[src/rtl/mem_bus_arbiter_if.sv]
// External memory bus between the arbiter (master) and the memory controller (slave).
// One request outstanding at a time; completion is a one-cycle bus_ack.
interface mem_bus_arbiter_if #(
  parameter int unsigned ADDR_W = 16,
  parameter int unsigned DATA_W = 16
);
  logic              bus_req;
  logic              bus_we;
  logic [ADDR_W-1:0] bus_addr;
  logic [DATA_W-1:0] bus_wdata;
  logic [DATA_W-1:0] bus_rdata;
  logic              bus_ack;
  logic              bus_err;

  modport master (
    output bus_req, bus_we, bus_addr, bus_wdata, bus_err,
    input  bus_rdata, bus_ack
  );

  modport slave (
    input  bus_req, bus_we, bus_addr, bus_wdata, bus_err,
    output bus_rdata, bus_ack
  );
endinterface

[src/rtl/mem_bus_arbiter.sv]
// Shares the external memory bus between instruction fetch and core data accesses,
// with fetch anti-starvation and a bus-ack timeout. All outputs are registered.
module mem_bus_arbiter #(
  parameter int unsigned ADDR_W     = 16,
  parameter int unsigned DATA_W     = 16,
  parameter int unsigned STARVE_MAX = 4,
  parameter int unsigned TIMEOUT    = 255
) (
  input  logic              clk,
  input  logic              rst_n,
  input  logic              dat_rd_i,
  input  logic              dat_wr_i,
  input  logic [ADDR_W-1:0] dat_addr_i,
  input  logic [DATA_W-1:0] dat_wdata_i,
  output logic [DATA_W-1:0] dat_rdata_o,
  output logic              mem_busy_o,
  output logic              mem_ready_o,
  input  logic              fetch_req_i,
  input  logic [ADDR_W-1:0] fetch_addr_i,
  output logic              fetch_ack_o,
  output logic [DATA_W-1:0] fetch_data_o,
  mem_bus_arbiter_if.master bus
);

  localparam int unsigned STARVE_W = $clog2(STARVE_MAX + 1);
  localparam int unsigned WAIT_W   = (TIMEOUT > 1) ? $clog2(TIMEOUT) : 1;
  localparam int unsigned TO_LAST  = (TIMEOUT == 0) ? 0 : TIMEOUT - 1;
  localparam logic        TO_EN    = (TIMEOUT != 0);

  typedef enum logic [2:0] {IDLE, D_RD, D_WR, F_RD, D_DONE} state_e;

  state_e              state_q, state_d;
  logic [STARVE_W-1:0] starve_q, starve_d;
  logic [WAIT_W-1:0]   wait_q, wait_d;
  logic                bus_req_q, bus_req_d;
  logic                bus_we_q, bus_we_d;
  logic [ADDR_W-1:0]   bus_addr_q, bus_addr_d;
  logic [DATA_W-1:0]   bus_wdata_q, bus_wdata_d;
  logic                bus_err_q, bus_err_d;
  logic [DATA_W-1:0]   dat_rdata_q, dat_rdata_d;
  logic                mem_busy_q, mem_busy_d;
  logic                mem_ready_q, mem_ready_d;
  logic                fetch_ack_q, fetch_ack_d;
  logic [DATA_W-1:0]   fetch_data_q, fetch_data_d;

  logic              data_req;
  logic              fetch_win;
  logic              expire;
  logic              done;
  logic [DATA_W-1:0] rsp_data;

  // Fetch wins when data is idle or fetch has been passed over STARVE_MAX times.
  assign data_req  = dat_rd_i | dat_wr_i;
  assign fetch_win = fetch_req_i & (~data_req | (starve_q == STARVE_W'(STARVE_MAX)));
  // A real ack on the expiry edge takes precedence over the abort.
  assign expire    = TO_EN & ~bus.bus_ack & (wait_q == WAIT_W'(TO_LAST));
  assign done      = bus.bus_ack | expire;
  assign rsp_data  = bus.bus_ack ? bus.bus_rdata : {DATA_W{1'b1}};

  assign bus.bus_req   = bus_req_q;
  assign bus.bus_we    = bus_we_q;
  assign bus.bus_addr  = bus_addr_q;
  assign bus.bus_wdata = bus_wdata_q;
  assign bus.bus_err   = bus_err_q;
  assign dat_rdata_o   = dat_rdata_q;
  assign mem_busy_o    = mem_busy_q;
  assign mem_ready_o   = mem_ready_q;
  assign fetch_ack_o   = fetch_ack_q;
  assign fetch_data_o  = fetch_data_q;

  always_ff @(posedge clk or negedge rst_n) begin
    if (!rst_n) begin
      state_q      <= IDLE;
      starve_q     <= '0;
      wait_q       <= '0;
      bus_req_q    <= 1'b0;
      bus_we_q     <= 1'b0;
      bus_addr_q   <= '0;
      bus_wdata_q  <= '0;
      bus_err_q    <= 1'b0;
      dat_rdata_q  <= '0;
      mem_busy_q   <= 1'b0;
      mem_ready_q  <= 1'b0;
      fetch_ack_q  <= 1'b0;
      fetch_data_q <= '0;
    end else begin
      state_q      <= state_d;
      starve_q     <= starve_d;
      wait_q       <= wait_d;
      bus_req_q    <= bus_req_d;
      bus_we_q     <= bus_we_d;
      bus_addr_q   <= bus_addr_d;
      bus_wdata_q  <= bus_wdata_d;
      bus_err_q    <= bus_err_d;
      dat_rdata_q  <= dat_rdata_d;
      mem_busy_q   <= mem_busy_d;
      mem_ready_q  <= mem_ready_d;
      fetch_ack_q  <= fetch_ack_d;
      fetch_data_q <= fetch_data_d;
    end
  end

  always_comb begin
    state_d      = state_q;
    starve_d     = starve_q;
    wait_d       = wait_q;
    bus_req_d    = bus_req_q;
    bus_we_d     = bus_we_q;
    bus_addr_d   = bus_addr_q;
    bus_wdata_d  = bus_wdata_q;
    bus_err_d    = 1'b0;
    dat_rdata_d  = dat_rdata_q;
    mem_busy_d   = mem_busy_q;
    mem_ready_d  = 1'b0;
    fetch_ack_d  = 1'b0;
    fetch_data_d = fetch_data_q;

    unique case (state_q)
      IDLE: begin
        if (fetch_win) begin
          state_d    = F_RD;
          bus_addr_d = fetch_addr_i;
          bus_we_d   = 1'b0;
          bus_req_d  = 1'b1;
          mem_busy_d = 1'b1;
          wait_d     = '0;
          starve_d   = '0;
        end else if (data_req) begin
          state_d     = dat_wr_i ? D_WR : D_RD;
          bus_addr_d  = dat_addr_i;
          bus_wdata_d = dat_wdata_i;
          bus_we_d    = dat_wr_i;
          bus_req_d   = 1'b1;
          mem_busy_d  = 1'b1;
          wait_d      = '0;
          if (!fetch_req_i)
            starve_d = '0;
          else if (starve_q != STARVE_W'(STARVE_MAX))
            starve_d = starve_q + STARVE_W'(1);
        end else begin
          starve_d = '0;
        end
      end
      D_RD, D_WR, F_RD: begin
        if (done) begin
          bus_req_d  = 1'b0;
          mem_busy_d = 1'b0;
          bus_err_d  = expire;
          state_d    = IDLE;
          if (state_q == D_RD) begin
            dat_rdata_d = rsp_data;
            mem_ready_d = 1'b1;
            state_d     = D_DONE;
          end else if (state_q == F_RD) begin
            fetch_data_d = rsp_data;
            fetch_ack_d  = 1'b1;
          end
        end else begin
          wait_d = wait_q + WAIT_W'(1);
        end
      end
      D_DONE:  state_d = IDLE;
      default: state_d = IDLE;
    endcase
  end

endmodule

[src/flat_wrapper.sv]
// flat-port wrapper written by rule: the top's interface ports become plain ports
module mem_bus_arbiter_flat 
#(
  parameter int unsigned ADDR_W     = 16,
  parameter int unsigned DATA_W     = 16,
  parameter int unsigned STARVE_MAX = 4,
  parameter int unsigned TIMEOUT    = 255
)
  (clk, rst_n, dat_rd_i, dat_wr_i, dat_addr_i, dat_wdata_i, dat_rdata_o, mem_busy_o, mem_ready_o, fetch_req_i, fetch_addr_i, fetch_ack_o, fetch_data_o, bus_bus_req, bus_bus_we, bus_bus_addr, bus_bus_wdata, bus_bus_err, bus_bus_rdata, bus_bus_ack);
  mem_bus_arbiter_if #(.ADDR_W(ADDR_W), .DATA_W(DATA_W)) bus_i ();
  input  logic clk;
  input  logic rst_n;
  input  logic dat_rd_i;
  input  logic dat_wr_i;
  input  logic [ADDR_W-1:0] dat_addr_i;
  input  logic [DATA_W-1:0] dat_wdata_i;
  output logic [DATA_W-1:0] dat_rdata_o;
  output logic mem_busy_o;
  output logic mem_ready_o;
  input  logic fetch_req_i;
  input  logic [ADDR_W-1:0] fetch_addr_i;
  output logic fetch_ack_o;
  output logic [DATA_W-1:0] fetch_data_o;
  output wire logic [$bits(bus_i.bus_req)-1:0] bus_bus_req;
  output wire logic [$bits(bus_i.bus_we)-1:0] bus_bus_we;
  output wire logic [$bits(bus_i.bus_addr)-1:0] bus_bus_addr;
  output wire logic [$bits(bus_i.bus_wdata)-1:0] bus_bus_wdata;
  output wire logic [$bits(bus_i.bus_err)-1:0] bus_bus_err;
  input wire logic [$bits(bus_i.bus_rdata)-1:0] bus_bus_rdata;
  input wire logic [$bits(bus_i.bus_ack)-1:0] bus_bus_ack;
  assign bus_bus_req = bus_i.bus_req;
  assign bus_bus_we = bus_i.bus_we;
  assign bus_bus_addr = bus_i.bus_addr;
  assign bus_bus_wdata = bus_i.bus_wdata;
  assign bus_bus_err = bus_i.bus_err;
  assign bus_i.bus_rdata = bus_bus_rdata;
  assign bus_i.bus_ack = bus_bus_ack;
  mem_bus_arbiter #(.ADDR_W(ADDR_W), .DATA_W(DATA_W), .STARVE_MAX(STARVE_MAX), .TIMEOUT(TIMEOUT)) u_core (.clk(clk), .rst_n(rst_n), .dat_rd_i(dat_rd_i), .dat_wr_i(dat_wr_i), .dat_addr_i(dat_addr_i), .dat_wdata_i(dat_wdata_i), .dat_rdata_o(dat_rdata_o), .mem_busy_o(mem_busy_o), .mem_ready_o(mem_ready_o), .fetch_req_i(fetch_req_i), .fetch_addr_i(fetch_addr_i), .fetch_ack_o(fetch_ack_o), .fetch_data_o(fetch_data_o), .bus(bus_i));
endmodule
[config.mk]
export PLATFORM = sky130hd
export DESIGN_NAME = mem_bus_arbiter_flat
export DESIGN_NICKNAME = d
export VERILOG_FILES = /design/src/rtl/mem_bus_arbiter_if.sv /design/src/rtl/mem_bus_arbiter.sv /design/src/flat_wrapper.sv
export SDC_FILE = /design/constraint.sdc
export NUM_CORES = 1
export LEC_CHECK = 0
export BUFFER_PORTS_ARGS = -buffer_cell sky130_fd_sc_hd__buf_2
export CAP_MARGIN = 20
export CORE_AREA = 2 2 62 122
export CTS_CLUSTER_SIZE = 12
export DETAILED_ROUTE_END_ITERATION = 6
export DIE_AREA = 0 0 64 124
export PLACE_DENSITY_LB_ADDON = 0.08
export SLEW_MARGIN = 20
export SYNTH_ARGS = -nofsm -noshare
export SYNTH_HDL_FRONTEND = slang
export SYNTH_SLANG_ARGS = --single-unit
export TNS_END_PERCENT = 1
[constraint.sdc]
create_clock -name clk -period 4.4 [get_ports clk]
set_input_delay 0.22 -clock clk [delete_from_list [all_inputs] [get_ports clk]]
set_output_delay 0.22 -clock clk [all_outputs]
set_load 0.02 [all_outputs]
# Yosys cells after proc, flatten, opt, wreduce, memory -nomap -nowiden
# Index checks and enable logic that the tools add are counted.
word_totals:
  latch_bits: 0
  rom_bits: 0
  ram_bits: 0
  ff_bits: 83
  inputBits: 70
  word_cells: 77
  n_memories: 0
  output_inout_bits: 70
op_classes:
  shifts: 0
  order_cmp: 0
  n_mux: 32
  n_div: 0
  bitwise_logic: 9
  eq_ne: 10
  multipliers: 0
  reduce_logical: 12
  addsub: 2
op_table:
  columns: ["cell", "count"]
  rows:
  - ["$mux W16", 3]
  - ["$mux W3", 8]
  - ["$mux W8", 3]
  - ["$pmux W8 S2", 1]
  - ["$mux W1", 14]
  - ["$reduce_and A3 Y1", 4]
  - ["$add A8 B1 Y8 const B", 1]
  - ["$eq A8 B8 Y1 const B", 1]
  - ["$eq A3 B2 Y1 const B", 2]
  - ["$pmux W3 S2", 1]
  - ["$reduce_and A2 Y1", 3]
  - ["$ne A4 B4 Y1 const B", 1]
  - ["$not A1 Y1", 4]
  - ["$reduce_and A4 Y1", 1]
  - ["$reduce_bool A2 Y1", 2]
  - ["$add A3 B1 Y3 const B", 1]
  - ["$eq A3 B1 Y1 const B", 1]
  - ["$eq A3 B3 Y1 const B", 1]
  - ["$logic_not A3 Y1", 1]
  - ["$ne A3 B1 Y1 const B", 1]
  - ["$ne A3 B3 Y1 const B", 1]
  - ["$or A1 B1 Y1", 3]
  - ["$reduce_or A3 Y1", 1]
  - ["$and A1 B1 Y1", 2]
  - ["other kinds (4)", 4]

# Depth between registers and ports, before layout
# Gate-level depths: netlist of the first run.
depth:
  depth_word: 6
  ltp_mapped: 8
  ltp_nobuf: 6

# Worst setup path after synthesis of the first run
# Ideal clock, no wire load.
synth_path:
  path_type: "register to register"
  start: "register u_core.state_q[0]"
  end: "register u_core.bus_wdata_q[10] (netlist: u_core.bus.bus_wdata[10])"
  path_stages_with_launch: 6
  slack_ps: 2561
  n_path_buf: 2
  t_arrival_ps: 1714
  synth_period_minus_slack_ps: 1839
  setup_time_ps: 125
  required_ps: 4275
  path_cell_list: "dfrtp_1 -> or3_1 -> buf_2 -> a211oi_4 -> buf_6 -> mux2_2"
synth_via:
  elab_chain_cells: 2
synth_rtl:
  columns: ["item", "line", "rtl"]
  rows:
  - ["start: declaration", "mem_bus_arbiter.sv:32", "state_e state_q, state_d;"]
  - ["start signal: assignment", "mem_bus_arbiter.sv:87", "state_q <= state_d;"]
  - ["$logic_not A3 Y1", "mem_bus_arbiter.sv:118", "unique case (state_q)"]
  - ["$reduce_and A3 Y1 (no source line)", null, null]
  - ["end signal: assignment", "mem_bus_arbiter.sv:93", "bus_wdata_q <= bus_wdata_d;"]
  - ["end: declaration", "mem_bus_arbiter.sv:38", "logic [DATA_W-1:0] bus_wdata_q, bus_wdata_d;"]
# Every way passes these cells.
# A chain may end at the register's enable or synchronous reset.

# Worst setup path in the final report of the first run
layout_path:
  start: "register u_core.wait_q[0]"
  end: "register u_core.wait_q[5]"
layout_via:
  elab_chain_cells: 5
  word_cells_on_any_way: 8
  classes_between: "add/sub: 1; eq/ne: 2; mux: 2; bitwise: 2; reduce/logical: 1"
layout_rtl:
  columns: ["item", "line", "rtl"]
  rows:
  - ["start: declaration", "mem_bus_arbiter.sv:34", "logic [WAIT_W-1:0] wait_q, wait_d;"]
  - ["start signal: assignment", "mem_bus_arbiter.sv:89", "wait_q <= wait_d;"]
  - ["branches (longest 5 deep; another with $add A8 B1 Y8)", null, null]
# Several ways; the timed one is not identified. The select of a mux whose other input is x is not followed.

==> qor.csv, run 1 <==
metric;value;unit
Hold Slack;0.106;ns
CTS Hold Buffers Added;0;
synthesized instance count;289;
Top Layer Used;met4;
synth-to-layout area growth;28.7;%
IO buf count;139;
final core utilization;65.5;%
register area share after synthesis;58.8;%
PwrDens;751;nW/um2
maximum VDD drop;379;uV
mean post-synth cell area;12.2;um2
Final #Nets;497;
wire per inst;14.2;um
clock tree from TritonCTS;yes;
final wirelength;7380;um
Worst Tran Pin Value;0.977;ns
Core Box Area;6940;um2
dpl ws;1.96;ns
I/O pins;140;
share of layout cells above drive strength 1;42.3;%
clk sink count;83;
CP Launch Type;flip-flop;
first-pass GRT wire length;12200;um
antenna-violating nets left;0;
Setup-failing EPs final;0;
Warnings, synthesis;0;
ANT cells;0;
die height;124;um
root buffer cell;clkbuf_16;
largest net degree at the start of global routing;84;
r2r worst-path depth;6;
insertion delay to the later sink of the worst-skew pair;0.33;ns
initial antenna violation count;0;
Worst-path clk slew;0.06;ns
final instance area;4540;um2
crit path kind;reg -> reg;
Final Skew;0.00600;ns
Data required, critical path;4.61;ns
fin. max-slew vios;0;
routed vias/inst;5.29;
Remaining Overflow, GRT;0;
worst hold path class;in -> reg;
Setup Fix Bufs, Post-CTS;0;
Non-Filler Instances;518;
leading cell type in the layout, fill and taps excluded;buf_2;
#FFs+latches synth;83;
vias;2741;
Final Hold Fails;0;
FF-to-FF End;u_core.wait_q[5];
Crit Path Max Fanout;16;
MaxCap Viol Count;0;
Tcrit/Tclk final;55.1;%
DRC viols;0;
die width;64;um
Placed Cells;500;
vias in the first global route;2591;
crit path from;u_core.wait_q[0];
worst hold path endpoint;u_core.bus.bus_err;
hold wc startpoint;bus_bus_ack;
Die ar.;7940;um2
most frequent cells in the layout;buf_2 (138), dfrtp_1 (83), nand2_1 (26);
Met1 Wirelength;3000;um
routability cong.;0.740;
Final HPWL DP;5320;um
Worst setup EP type;flip-flop;
total CTS buffers;9;
htree depth;3;
final setup TNS;0;ns
WL met2;3850;um
DRT Pass-1 Iters;4;
CP arrival;2.64;ns
net count after synthesis;363;
DR WL met3;387;um
fin crit period;2.43;ns
Mapped Area;3530;um2
Post-DP Area;4250;um2
final setup margin;1.97;ns
cts repair resizes;0;
Power, Total;3.41;mW
unrepaired setup endpoints after global routing;false;
R2R setup slack;1.97;ns
Longest Clk Path Bufs;2;
Slew Limit Headroom;34.7;%
status;completed;
total track usage;20.1;%
r2r startpoint;u_core.wait_q[0];
hold depth;2;
row cnt;43;
Max Fclk;412;MHz
Initial Util;50.9;%
synth unique cells;37;
leakage power;2.27;nW
drt first-iter violations;134;
## critical path: stages, from the launching register on
cell and delay, ns:
dfrtp_1 0.43, inv_1 0.06, ha_1 0.18, and3_1 0.17
a211oi_2 0.84, nor2_1 0.23, a221o_1 0.40
## synth_stat cells
cell / instances / share of area [%]
and4_1: 2 / 0.50
nor3b_2: 1 / 0.35
ha_1: 4 / 1.4
inv_1: 5 / 0.53
buf_2: 9 / 1.3
nor3_1: 3 / 0.43
clkbuf_1: 5 / 0.53
mux2i_1: 19 / 5.4
nor2_1: 22 / 2.3
and3_1: 4 / 0.71
o41ai_1: 1 / 0.25
o21ai_0: 23 / 3.3
a2bb2oi_1: 16 / 4.0
nand2_1: 26 / 2.8
o22a_1: 1 / 0.25
nand3_1: 3 / 0.43
nand3b_1: 1 / 0.21
or3_1: 1 / 0.18
buf_4: 1 / 0.21
a22o_1: 4 / 0.99
mux2_2: 18 / 5.7
o32a_1: 16 / 4.5
or2_1: 1 / 0.18
nor2b_1: 2 / 0.35
nand2b_1: 1 / 0.18
and2_1: 1 / 0.18
nor2_2: 1 / 0.18
a211oi_2: 1 / 0.35
a211oi_4: 1 / 0.57
a221o_1: 1 / 0.28
clkbuf_2: 1 / 0.14
buf_6: 3 / 0.96
o21ba_2: 1 / 0.28
xnor2_1: 2 / 0.50
o21bai_1: 1 / 0.21
dfrtp_1: 83 / 59
a21oi_1: 4 / 0.57
## registers in the layout, summed over array words and instances (netlist names)
name and flops:
u_core.starve_q 3, u_core.bus.bus_req 1, u_core.bus.bus_wdata 16, u_core.fetch_data_o 16, u_core.bus.bus_err 1, u_core.state_q 3
u_core.mem_ready_o 1, u_core.wait_q 8, u_core.fetch_ack_o 1, u_core.bus.bus_addr 16, u_core.dat_rdata_o 16, u_core.bus.bus_we 1
## worst max path at each step
stage | endpoint | slack [ns] | cells past startpoint
floorplan | u_core.bus.bus_wdata[10] | 2.56 | 5
global placement | u_core.wait_q[5] | 2.06 | 6
detailed placement | u_core.wait_q[5] | 1.96 | 6
CTS | u_core.wait_q[5] | 1.97 | 6
global route | u_core.wait_q[5] | 1.81 | 6
finish | u_core.wait_q[5] | 1.97 | 6
## cell type report
type | instances | area, um2
fillers | 568 | 2400
flip-flops and latches | 83 | 2080
inverters | 5 | 18.8
clock buffers | 12 | 246
well taps | 90 | 113
clock inverters | 4 | 26.3
repair buffers | 142 | 731
multi-input cells | 182 | 1330
## where the power goes
part           internal [mW]  leakage, nW  switching [mW]  total, mW
Combinational          0.575         1.14           0.864       1.44
Sequential              1.11        0.994           0.189       1.29
Clock                  0.397        0.133           0.282      0.679
Total                   2.08         2.27            1.33       3.41
## per-layer routing
metal	GRT usage, %	up-vias
li1	-	1311
met1	23.5	1327
met2	34.3	94
met3	4.79	9
met4	9.38	0
met5	0	-
## kinds of logic (layout without fill, tap and decap cells)
kind of cell / Yosys count / in the layout / share of synthesized area (%)
muxes: 37 / 37 / 11.1
xor gates and xnor gates: 2 / 2 / 0.496
and+or+nand+nor: 69 / 69 / 8.97
adders and majority gates: 4 / 4 / 1.42
DFF: 83 / 83 / 58.8
buffers and inverters: 24 / 163 / 3.65
AOI/OAI and AO/OA: 70 / 70 / 15.5
Power figures use the tool's default switching activity.
==> run 2: changes to the inputs <==
CORE_AREA = 2 2 64 127   (was 2 2 62 122)
DIE_AREA = 0 0 66 129   (was 0 0 64 124)
clock period = 2.5 ns   (was 4.4 ns; I/O delays follow)
==> run 2 against run 1 <==
  * Maximum frequency up 25%
  * Non-clock buffer count grew 5
  * Cell count grew 1.7%
  * Hold slack worse by 0.087 ns
  * Critical path type unchanged
==> qor.csv, run 2 (synthesized netlist as in run 1, its figures left out) <==
metric;value;unit;change
fin. max-slew vios;0;;unchanged
drt first-iter violations;177;;+32%
DRC viols;0;;unchanged
maximum VDD drop;641;uV;+69%
Worst setup EP type;flip-flop;;
final instance area;4600;um2;+1.2%
CTS Hold Buffers Added;0;;unchanged
root buffer cell;clkbuf_16;;
Switching Share;38.8;%;-0.33 points
Final #Nets;502;;+1.0%
final wirelength;7830;um;+6.1%
Setup-failing EPs final;0;;unchanged
Longest Clk Path Bufs;2;;unchanged
synth-to-layout area growth;30.2;%;
Crit path max-delay family;simple AND/OR/NAND/NOR gates;;
MaxCap Viol Count;0;;unchanged
initial antenna violation count;0;;unchanged
unrepaired setup endpoints after global routing;false;;
routability cong.;0.736;;-0.59%
sequential power share;37.2;%;-0.7 points
DRT Pass-1 Iters;4;;unchanged
Placed Cells;510;;+2.0%
Hold Slack;0.0195;ns;-0.0868 ns
status;completed;;
wire per inst;14.9;um;+4.3%
die height;129;um;+4.0%
largest net degree at the start of global routing;84;;unchanged
CP arrival;2.16;ns;-0.48 ns
Slowest cell on crit path;or2_2;;
first-pass GRT wire length;12700;um;+4.1%
vias in the first global route;2785;;+7.5%
vias;2759;;+0.66%
cts repair resizes;0;;unchanged
Initial Util;46.8;%;-4.1 points
Core Box Area;7540;um2;+8.7%
final setup margin;0.552;ns;-1.42 ns
share of layout cells above drive strength 1;42.7;%;+0.44 points
Critical Path, Cell by Cell;or3_1, or2_2, mux2i_1, mux2i_1;;
htree depth;3;;unchanged
Final Hold Fails;0;;unchanged
Non-Filler Instances;527;;+1.7%
leading cell type in the layout, fill and taps excluded;buf_2;;
Max Fclk;513;MHz;+25%
routed vias/inst;5.24;;-1.1%
final setup TNS;0;ns;unchanged
area of the multi-input gates;1330;um2;unchanged
ANT cells;0;;unchanged
CP Launch Type;flip-flop;;
Clk pwr share;20.7;%;+0.8 points
I/O pins;140;;unchanged
FILL cells;689;;+21%
clk sink count;83;;unchanged
IO buf count;139;;unchanged
total CTS buffers;9;;unchanged
Worst Tran Pin Value;0.970;ns;-0.00768 ns
Final HPWL DP;5630;um;+5.8%
fin crit period;1.95;ns;-0.478 ns
die width;66;um;+3.1%
most frequent cells in the layout;buf_2 (138), dfrtp_1 (83), nand2_1 (26);;
switching pwr;2.39;mW;+79%
Comb pwr share;42.1;%;about the same
crit path kind;reg -> reg;;
Slew Limit Headroom;35.3;%;+0.56 points
dpl ws;0.320;ns;-1.64 ns
Die ar.;8510;um2;+7.3%
Final Skew;0.00785;ns;+0.00185 ns
insertion delay to the later sink of the worst-skew pair;0.33;ns;about the same
total track usage;19.6;%;-0.47 points
Int Pwr;3.77;mW;+82%
most common cell type on the critical path;mux2i_1;;
Post-DP Area;4290;um2;+1.1%
slowest cell delay on critical path;0.59;ns;-0.25 ns
row cnt;45;;+4.7%
Setup Fix Bufs, Post-CTS;0;;unchanged
Data required, critical path;2.71;ns;-1.90 ns
PwrDens;1340;nW/um2;+79%
clock tree from TritonCTS;yes;;
Worst-path clk slew;0.06;ns;about the same
leakage power;2.30;nW;+1.2%
Tcrit/Tclk final;77.9;%;+23 points
worst hold path class;in -> reg;;
Crit Path Max Fanout;37;;+21
CP Buf/Inv Count;0;;-1
FF/Latch Area;2080;um2;unchanged
Remaining Overflow, GRT;0;;unchanged
antenna-violating nets left;0;;unchanged
## run 2: cell types whose count changed in the layout (fill, tap and decap cells not counted), sizes merged
cell    delta
bufinv     +1
clkinv     -1
buf        +5
## run 2: final timing paths
check                                       startpoint                        to  slack [ns]  cells after the start
min in group asynchronous                        rst_n  u_core.bus.bus_wdata[12]        0.39                      2
worst min register to register  u_core.bus.bus_addr[2]    u_core.bus.bus_addr[2]        0.47                      2
worst min-delay path                       bus_bus_ack        u_core.bus.bus_err        0.02                      2
worst max register to register       u_core.state_q[0]          u_core.wait_q[6]        0.55                      4
max in group asynchronous                        rst_n     u_core.dat_rdata_o[8]        1.57                      2
worst max-delay path                 u_core.state_q[0]          u_core.wait_q[6]        0.55                      4
## run 2: metal layers
metal / vias up / routed length, um / global-route usage (%)
met5: - / 0 / 0
met4: 0 / 127 / 8.28
met3: 9 / 494 / 5.42
met2: 90 / 4180 / 35.1
met1: 1339 / 3030 / 21.1
li1: 1321 / - / -
## run 2: stage by stage
stage | utilization (%) | total power [mW]
2_1_floorplan | - | 4.07
3_3_place_gp | 56.9 | 4.87
3_5_place_dp | 56.9 | 4.95
4_1_cts | 60.7 | 6.25
5_1_grt | 60.9 | 6.55
6_report | 60.9 | 6.16
## run 2: power groups by stage
stage          combinational (mW)  clock (mW)  sequential [mW]
3_3_place_gp                 2.57           0             2.29
6_report                     2.60        1.28             2.29
5_1_grt                      2.82        1.37             2.36
2_1_floorplan                1.11           0             2.95
4_1_cts                      2.64        1.32             2.29
3_5_place_dp                 2.64           0             2.31
## run 2: area by class of cell
type / count / area share, %
Multi-Input combinational cell: 182 / 29.0
Clock buffer: 12 / 5.14
Inverter: 5 / 0.408
Tap cell: 94 / 2.56
Clock inverter: 4 / 1.12
Timing Repair Buffer: 147 / 16.6
Sequential cell: 83 / 45.2
